==> src/rtl/shift_add_mult_pkg.sv <==
// Shared state encoding and sizing helper for the shift-and-add multiplier controller.
package shift_add_mult_pkg;

  localparam logic [1:0] ST_IDLE = 2'd0;
  localparam logic [1:0] ST_CALC = 2'd1;
  localparam logic [1:0] ST_DONE = 2'd2;

  typedef enum logic [1:0] {
    S_IDLE = ST_IDLE,
    S_CALC = ST_CALC,
    S_DONE = ST_DONE
  } state_e;

  // Ceiling log2, never below 1 so a counter always has at least one bit.
  function automatic int clog2(input int value);
    int r;
    r = 0;
    while ((1 << r) < value) r++;
    return (r < 1) ? 1 : r;
  endfunction

endpackage

==> src/rtl/shift_add_mult_ctrl_nadder.sv <==
// N-bit ripple-carry adder built from single-bit full adders.
module Full_Adder (
  input  logic i_a,
  input  logic i_b,
  input  logic i_cin,
  output logic o_s,
  output logic o_cout
);
  assign o_s    = i_a ^ i_b ^ i_cin;
  assign o_cout = (i_a & i_b) | (i_cin & (i_a ^ i_b));
endmodule

module nAdder #(
  parameter int N = 8
) (
  input  logic [N-1:0] i_a,
  input  logic [N-1:0] i_b,
  input  logic         i_cin,
  output logic [N-1:0] o_s,
  output logic         o_cout
);
  logic [N:0] w_c;

  assign w_c[0] = i_cin;

  for (genvar g = 0; g < N; g++) begin : g_fa
    Full_Adder u_fa (
      .i_a   (i_a[g]),
      .i_b   (i_b[g]),
      .i_cin (w_c[g]),
      .o_s   (o_s[g]),
      .o_cout(w_c[g+1])
    );
  end

  assign o_cout = w_c[N];
endmodule

==> src/rtl/shift_add_mult_ctrl.sv <==
// Sequential unsigned NxN shift-and-add multiplier sharing one nAdder over N iterations.
// Optional macro SHIFT_ADD_MULT_ZERO_BYPASS_EN: zero operands skip straight to DONE.
//
// state  | meaning
// IDLE   | ready for a new operation, product holds last result
// CALC   | one add/shift iteration per cycle, count tracks iteration
// DONE   | one-cycle done pulse, product valid
module shift_add_mult_ctrl
  import shift_add_mult_pkg::*;
#(
  parameter int N = 8
) (
  input  logic           clk,
  input  logic           rst_n,
  input  logic           start,
  input  logic [N-1:0]   a,
  input  logic [N-1:0]   b,
  output logic           ready,
  output logic           busy,
  output logic           done,
  output logic [2*N-1:0] product
);

  localparam int            CW   = clog2(N);
  localparam logic [CW-1:0] LAST = CW'(N - 1);

  state_e          r_state, w_state_nxt;
  logic [2*N-1:0]  r_p, w_p_nxt;
  logic [N-1:0]    r_mcand, w_mcand_nxt;
  logic [CW-1:0]   r_count, w_count_nxt;
  logic [N-1:0]    w_addend;
  logic [N-1:0]    w_sum;
  logic            w_cout;

  assign w_addend = r_p[0] ? r_mcand : '0;

  nAdder #(.N(N)) u_nadder (
    .i_a   (r_p[2*N-1:N]),
    .i_b   (w_addend),
    .i_cin (1'b0),
    .o_s   (w_sum),
    .o_cout(w_cout)
  );

  always_comb begin
    w_state_nxt = r_state;
    w_p_nxt     = r_p;
    w_mcand_nxt = r_mcand;
    w_count_nxt = r_count;
    ready       = 1'b0;
    busy        = 1'b0;
    done        = 1'b0;
    case (r_state)
      S_IDLE: begin
        ready = 1'b1;
        if (start) begin
          w_mcand_nxt = a;
          w_p_nxt     = {{N{1'b0}}, b};
          w_count_nxt = '0;
          w_state_nxt = S_CALC;
`ifdef SHIFT_ADD_MULT_ZERO_BYPASS_EN
          if ((a == '0) || (b == '0)) begin
            w_p_nxt     = '0;
            w_state_nxt = S_DONE;
          end
`endif
        end
      end
      S_CALC: begin
        busy    = 1'b1;
        // Carry out lands in the top bit; the product never exceeds 2N bits.
        w_p_nxt = {w_cout, w_sum, r_p[N-1:1]};
        if (r_count == LAST) begin
          w_state_nxt = S_DONE;
        end else begin
          w_count_nxt = r_count + CW'(1);
        end
      end
      S_DONE: begin
        done        = 1'b1;
        w_state_nxt = S_IDLE;
      end
      default: w_state_nxt = S_IDLE;
    endcase
  end

  always_ff @(posedge clk) begin
    if (!rst_n) begin
      r_state <= S_IDLE;
      r_p     <= '0;
      r_mcand <= '0;
      r_count <= '0;
    end else begin
      r_state <= w_state_nxt;
      r_p     <= w_p_nxt;
      r_mcand <= w_mcand_nxt;
      r_count <= w_count_nxt;
    end
  end

  assign product = r_p;

endmodule

==> config.mk <==
export PLATFORM = sky130hd
export DESIGN_NAME = shift_add_mult_ctrl
export DESIGN_NICKNAME = d
export VERILOG_FILES = /design/src/rtl/shift_add_mult_pkg.sv /design/src/rtl/shift_add_mult_ctrl_nadder.sv /design/src/rtl/shift_add_mult_ctrl.sv
export SDC_FILE = /design/constraint.sdc
export NUM_CORES = 1
export LEC_CHECK = 0
export BUFFER_PORTS_ARGS = -buffer_cell sky130_fd_sc_hd__buf_2
export CORE_MARGIN = 2
export CORE_UTILIZATION = 35
export DETAILED_ROUTE_END_ITERATION = 10
export GPL_TIMING_DRIVEN = 0
export SYNTH_ARGS = -nofsm -noshare
export SYNTH_HDL_FRONTEND = slang
export SYNTH_SLANG_ARGS = --single-unit
==> constraint.sdc <==
create_clock -name clk -period 4.6 [get_ports clk]
set_input_delay 1.38 -clock clk [delete_from_list [all_inputs] [get_ports clk]]
set_output_delay 1.38 -clock clk [all_outputs]
set_load 0.01 [all_outputs]
* Word level (Yosys, flattened, before mapping)
Cells that the tools add are included.
Operators by class: eq/ne operators 6, multiplexer cells 12, multipliers 0, shift-type cells 0, div/mod/pow operators 0, bitwise logic cells 37, reductions and logical operators 6, order comparisons 0, add/subtract/negate cells 1
Operator list (count):
- $pmux 16 s2 | 1
- $mux 16 | 1
- $and 1x1->1 | 15
- $xor 1x1->1 | 15
- $mux 8 | 1
- $or 1x1->1 | 7
- $mux 3 | 2
- $ne 2x2->1 const B | 3
- $pmux 3 s2 | 1
- $reduce_and 2->1 | 3
- $mux 2 | 2
- $pmux 2 s2 | 1
- $add 3x1->3 const B | 1
- $eq 3x3->1 const B | 1
- $mux 1 | 3
- $reduce_and 3->1 | 1
- $eq 2x1->1 const B | 1
- $eq 2x2->1 const B | 1
- $logic_not 2->1 | 1
- $reduce_bool 2->1 | 1
Storage, ports and cells: memory bits (read-only) 0, output and inout bits 19, logic and storage cells 66, register bits 29, memories 0, memory bits (writable) 0, input port bits 19, bits in latches 0

* Logic depth before layout (Yosys ltp)
word-level depth 17, mapped depth 15, gate-level depth less buffers 14

* By module
From an unflattened synthesis, not the netlist that was laid out.
Unflattened totals: cells, all modules 157, area, all modules 1420.1 µm²
Modules (own cells, without submodules):
- shift_add_mult_ctrl | sequential area each 580.6 µm², instances 1, area an instance 1260.0 µm², cells each 149
- Full_Adder | sequential area each 0.0 µm², instances 8, area an instance 20.0 µm², cells each 1

* Worst setup path after synthesis
OpenSTA, ideal clock, no wires.
path kind reg2reg, from register r_p[0], in the netlist product[0], to register r_p[14], in the netlist product[14], library setup time 0.115 ns, buffers on the path 1, period minus slack after synthesis 3.820 ns, slack 0.780 ns, stages on the path, launching flop included 16, arrival 3.705 ns, required time 4.485 ns, cells stage by stage dfxtp_1 > clkbuf_1 > and2_1 > ha_1 > inv_1 > fa_1 > fa_1 > fa_1 > inv_1 > fa_1 > inv_1 > fa_1 > fa_1 > fa_1 > o22ai_1 > and2_1
Between the ends: cells in the longest elaborated chain, start to end 16, elaborated cells between the ends (all ways) 29, classes of those cells mux (2); bitwise (27)
RTL lines:
- start: declaration | line shift_add_mult_ctrl.sv:28 | logic [2*N-1:0] r_p, w_p_nxt;
- start signal: assignment | line shift_add_mult_ctrl.sv:95 | r_p <= w_p_nxt;
- $mux 8 (*) | line shift_add_mult_ctrl.sv:35 | assign w_addend = r_p[0] ? r_mcand : '0;
- $and 1x1->1 / $xor 1x1->1 (equally long branches) | line shift_add_mult_ctrl_nadder.sv:10 | assign o_cout = (i_a & i_b) | (i_cin & (i_a ^ i_b));
- $and 1x1->1 | line shift_add_mult_ctrl_nadder.sv:10
- $or 1x1->1 | line shift_add_mult_ctrl_nadder.sv:10
- $and 1x1->1 | line shift_add_mult_ctrl_nadder.sv:10
- $or 1x1->1 | line shift_add_mult_ctrl_nadder.sv:10
- $and 1x1->1 | line shift_add_mult_ctrl_nadder.sv:10
- $or 1x1->1 | line shift_add_mult_ctrl_nadder.sv:10
- $and 1x1->1 | line shift_add_mult_ctrl_nadder.sv:10
- $or 1x1->1 | line shift_add_mult_ctrl_nadder.sv:10
- $and 1x1->1 | line shift_add_mult_ctrl_nadder.sv:10
- $or 1x1->1 | line shift_add_mult_ctrl_nadder.sv:10
- $and 1x1->1 | line shift_add_mult_ctrl_nadder.sv:10
- $or 1x1->1 | line shift_add_mult_ctrl_nadder.sv:10
- $xor 1x1->1 (*) | line shift_add_mult_ctrl_nadder.sv:9 | assign o_s = i_a ^ i_b ^ i_cin;
- $pmux 16 s2 (*) | line shift_add_mult_ctrl.sv:53 | case (r_state)
Mark *: on every way between the ends. The rest lies on a longest branch, timed or not. A chain may end at the register's enable or synchronous reset.

* Worst setup path after layout
Ends and elaborated chain as after synthesis.

==> flow_metrics.env <==
export IMPL_synthesized_area_fraction_occupied_by_and_or_nand_nor_cells=0.1637
export IMPL_die_y_um=68.76
export IMPL_hold_violations=0
export IMPL_power_total_uw=589.1
export IMPL_crit_arrival_ns=4.20
export IMPL_drtAntennaViolNets=0
export IMPL_worstPathBufferInverterCount=4
export IMPL_critical_path_top_delay_family="adder cells"
export IMPL_critical_path_max_stage_delay_ns=0.49
export IMPL_drt_wl_total_mm=2.987
export IMPL_slew_limit_headroom=0.7394
export IMPL_synth_mux_area_frac=0.05456
export IMPL_synth_top_area_frac=0.3956
export IMPL_timing_final_crit_period_ns=4.025
export IMPL_cpMostUsedCell="sky130_fd_sc_hd__fa_1"
export IMPL_count_of_h_tree_levels_built_during_cts=2
export IMPL_synth_ff_type="sky130_fd_sc_hd__dfxtp_1"
export IMPL_timing_final_setup_violations=0
export IMPL_timing_hold_worst_endpoint="r_count[1]$_SDFFE_PN0P_"
export IMPL_synth_xor_area_share=0
export IMPL_tritoncts_clock_tree="done"
export IMPL_grt_pass1_wl_mm=4.933
export IMPL_maxCapViolCount=0
export IMPL_drt_pass1_iterations=4
export IMPL_synth_seq_area_share=0.3956
export IMPL_power_density_nw_per_um2=324.3
export IMPL_fin_worst_hold_slack_ns=0.4759
export IMPL_synth_cells=154
export IMPL_maxSlewViolCount=0
export IMPL_period_share=0.8750
export IMPL_power_leakage_uw=0.0007870
export IMPL_drt_wirelength_per_cell_um=12.00
export IMPL_post_synthesis_adder_cell_area_fraction=0.1211
export IMPL_fmax_ghz=0.2484
export IMPL_min_path_cells=2
export IMPL_cts_root_buffer="sky130_fd_sc_hd__clkbuf_8"
export IMPL_route_detailed_vias_per_inst=4.578
export IMPL_final_cells=249
export IMPL_ir_worst_vdd_mv=0.1686
export IMPL_initial_core_util=0.3643
export IMPL_num_rows=23
export IMPL_reg2reg_to="product[14]$_SDFFE_PN0P_"
export IMPL_buffer_ports_inserted=37
export IMPL_final_net_count=227
export IMPL_netlist_top_cell_by_area="sky130_fd_sc_hd__dfxtp_1"
export IMPL_worst_r2r_setup_slack_ns=0.57
export IMPL_critical_path_peak_fanout=9
export IMPL_core_area_sq_um=4029
export IMPL_numCtsBuffers=5
export IMPL_timing_setup_tns_ns=0
export IMPL_drc=0
export IMPL_cts_max_path_buffers=2
export IMPL_syn_area_per_cell_sq_um=9.530
export IMPL_min_path_type="reg -> reg"
export IMPL_fraction_of_layout_cells_with_a_size_suffix_above_1=0.3015
export IMPL_endpoint_kind="register"
export IMPL_crit_path_top_delay_cell="sky130_fd_sc_hd__fa_1"
export IMPL_number_of_global_route_vias_before_repair=1071
export IMPL_dp_hpwl_mm=2.242
export IMPL_place_worst_setup_slack_ns=0.5674
export IMPL_yosys_cell_count_top_type="sky130_fd_sc_hd__dfxtp_1"
export IMPL_antenna_found_initial=0
export IMPL_first_iter_violations=42
export IMPL_postCtsResizedCells=0
export IMPL_syn_area_sq_um=1468
export IMPL_layout_area_overhead_vs_synth_pct=23.78
export IMPL_cp_start_kind="register"
export IMPL_fillerInstances=408
export IMPL_io_pin_count=38
export IMPL_ys_top_cells_by_count="29 x sky130_fd_sc_hd__dfxtp_1, 13 x sky130_fd_sc_hd__o22ai_1, 11 x sky130_fd_sc_hd__inv_1, 11 x sky130_fd_sc_hd__nand2_1, 10 x sky130_fd_sc_hd__and2_1"
export IMPL_synth_cell_type_count=27
export IMPL_actual_slew_at_the_worst_max_slew_pin_ns=0.3909
export IMPL_clock_sink_count=29
export IMPL_die_area_sq_um=4727
export IMPL_post_cts_hold_buffer_count=0
export IMPL_grt_setup_unrepaired="false"
export IMPL_met1_length_mm=1.497
export IMPL_dp_cells=241
export IMPL_synth_nets=183
export IMPL_highest_layer="met4"
export IMPL_final_weighted_congestion_of_routability_driven_global_placement=0.7558
export IMPL_die_width_um=68.76
export IMPL_globalRouteOverflowTotal=0
export IMPL_count_of_flip_flops_with_a_built_in_enable_after_synthesis=0
export IMPL_r2r_start="product[0]$_SDFFE_PN0P_"
export IMPL_grt_usage=0.1463
export IMPL_r2r_cells=15
export IMPL_asyncSetResetFlopFracSynth=0
export IMPL_outcome="complete, no violations"
export IMPL_detailroute_via_count=1140
export IMPL_clock_insertion_delay_worst_skew_ns=0.28
export IMPL_path_clk_slew_ns=0.06
export IMPL_dr_wl_met2_mm=1.226
export IMPL_synthesis_yosys_warnings=0
export IMPL_synthTopCellsByArea="sky130_fd_sc_hd__dfxtp_1 40%, sky130_fd_sc_hd__fa_1 9.5%, sky130_fd_sc_hd__o22ai_1 5.5%"
export IMPL_critPathRequiredTime_ns=4.78
export IMPL_post_route_worst_setup_slack_ns=0.5749
export IMPL_antenna_cells=0
export IMPL_largest_net_degree_at_the_start_of_global_routing=11
export IMPL_postCtsSetupBuffers=0
export IMPL_synth_seq_cells=29
export IMPL_met3_wirelength_um=183
export IMPL_synth_top_family_by_area="simple AND/OR/NAND/NOR gates"
export IMPL_criticalPathCategory="reg -> reg"
export IMPL_clock_skew_final_ns=0.005107
export IMPL_hold_path_startpoint="r_count[1]$_SDFFE_PN0P_"
export IMPL_timing_critical_path_cells="clkbuf_1, and2_1, ha_1, inv_1, fa_1, fa_1, fa_1, inv_1, fa_1, inv_1, fa_1, fa_1, fa_1, o22ai_1, and2_1"
export IMPL_compound_gate_portion_of_the_synthesized_area=0.1569
flip-flops by register name, indices dropped and copies added, names as in the netlist:
name	count
r_mcand	8
r_state	2
r_count	3
product	16
worst register-to-register path: stages (launching register included):
cell and delay (ns):
sky130_fd_sc_hd__dfxtp_1 0.32, sky130_fd_sc_hd__clkbuf_1 0.30, sky130_fd_sc_hd__and2_1 0.18, sky130_fd_sc_hd__ha_1 0.13
sky130_fd_sc_hd__inv_1 0.04, sky130_fd_sc_hd__fa_1 0.38, sky130_fd_sc_hd__fa_1 0.39, sky130_fd_sc_hd__fa_1 0.36
sky130_fd_sc_hd__inv_1 0.07, sky130_fd_sc_hd__fa_1 0.16, sky130_fd_sc_hd__inv_1 0.05, sky130_fd_sc_hd__fa_1 0.38
sky130_fd_sc_hd__fa_1 0.42, sky130_fd_sc_hd__fa_1 0.49, sky130_fd_sc_hd__o22ai_1 0.08, sky130_fd_sc_hd__and2_1 0.15
logic make-up after synthesis:
family                   Yosys count
AO/OA/AOI/OAI                     37
adder cells (fa/ha/maj)           10
buffers and inverters             28
flip-flops                        29
multiplexers                       8
AND/OR/NAND/NOR                   42
how the worst max path moves through the flow:
| stage | start | endpoint | slack (ns) | cells after the start |
|---|---|---|---|---|
| final | product[0]$_SDFFE_PN0P_ | product[14]$_SDFFE_PN0P_ | 0.57 | 15 |
| after global routing | product[0]$_SDFFE_PN0P_ | product[14]$_SDFFE_PN0P_ | 0.34 | 15 |
| after CTS | product[0]$_SDFFE_PN0P_ | product[14]$_SDFFE_PN0P_ | 0.54 | 15 |
| after detailed placement | product[0]$_SDFFE_PN0P_ | product[14]$_SDFFE_PN0P_ | 0.57 | 15 |
| after global placement | product[0]$_SDFFE_PN0P_ | product[14]$_SDFFE_PN0P_ | 0.60 | 15 |
| after floorplan | product[0]$_SDFFE_PN0P_ | product[14]$_SDFFE_PN0P_ | 0.78 | 15 |
area by class of cell:
cell class	instances	area, sq um	area share
clock inverter	1	5.005	0.002755
buffer	16	113.9	0.06267
timing repair buffer	37	185.2	0.1019
clock buffer	7	96.34	0.05303
inverter	12	45.04	0.02479
multi-input combinational	97	728.2	0.4008
sequential	29	580.6	0.3196
tap	50	62.56	0.03444
per-stage QoR:
stage | util | area [sq um]
after detailed placement | 0.4258 | 1715
after floorplan | - | 1468
after global placement | 0.4258 | 1715
after global routing | 0.4509 | 1817
after CTS | 0.4509 | 1817
final | 0.4509 | 1817
per-layer routing:
layer | vias to the layer above | global-route usage
li1 | 598 | -
met2 | 40 | 0.2091
met3 | 8 | 0.04383
met4 | 0 | 0.08824
met5 | - | 0
met1 | 494 | 0.1929
placed cells by master, fill, tap and decap left out, drive strengths merged, types with 2 or more instances in the layout:
master | synthesis | routed
nand2b | 3 | 3
nor2 | 5 | 5
nor2b | 9 | 9
and2 | 10 | 10
dfxtp | 29 | 29
inv | 11 | 11
buf | 12 | 49
ha | 3 | 3
o21ai | 8 | 8
fa | 7 | 7
nand2 | 11 | 11
clkbuf | 4 | 11
o2bb2ai | 5 | 5
a21oi | 8 | 8
mux2i | 8 | 8
clkinv | 1 | 2
o22ai | 13 | 13
report_power, final:
group	switching, uW	leakage (uW)	internal (uW)	total, uW
Sequential	8.28	0.000238	265	274
Combinational	44.2	0.000495	38.6	82.8
Clock	97.8	0.0000542	135	233
Total	150	0.000787	439	589
(Power assumes the default switching activity.)
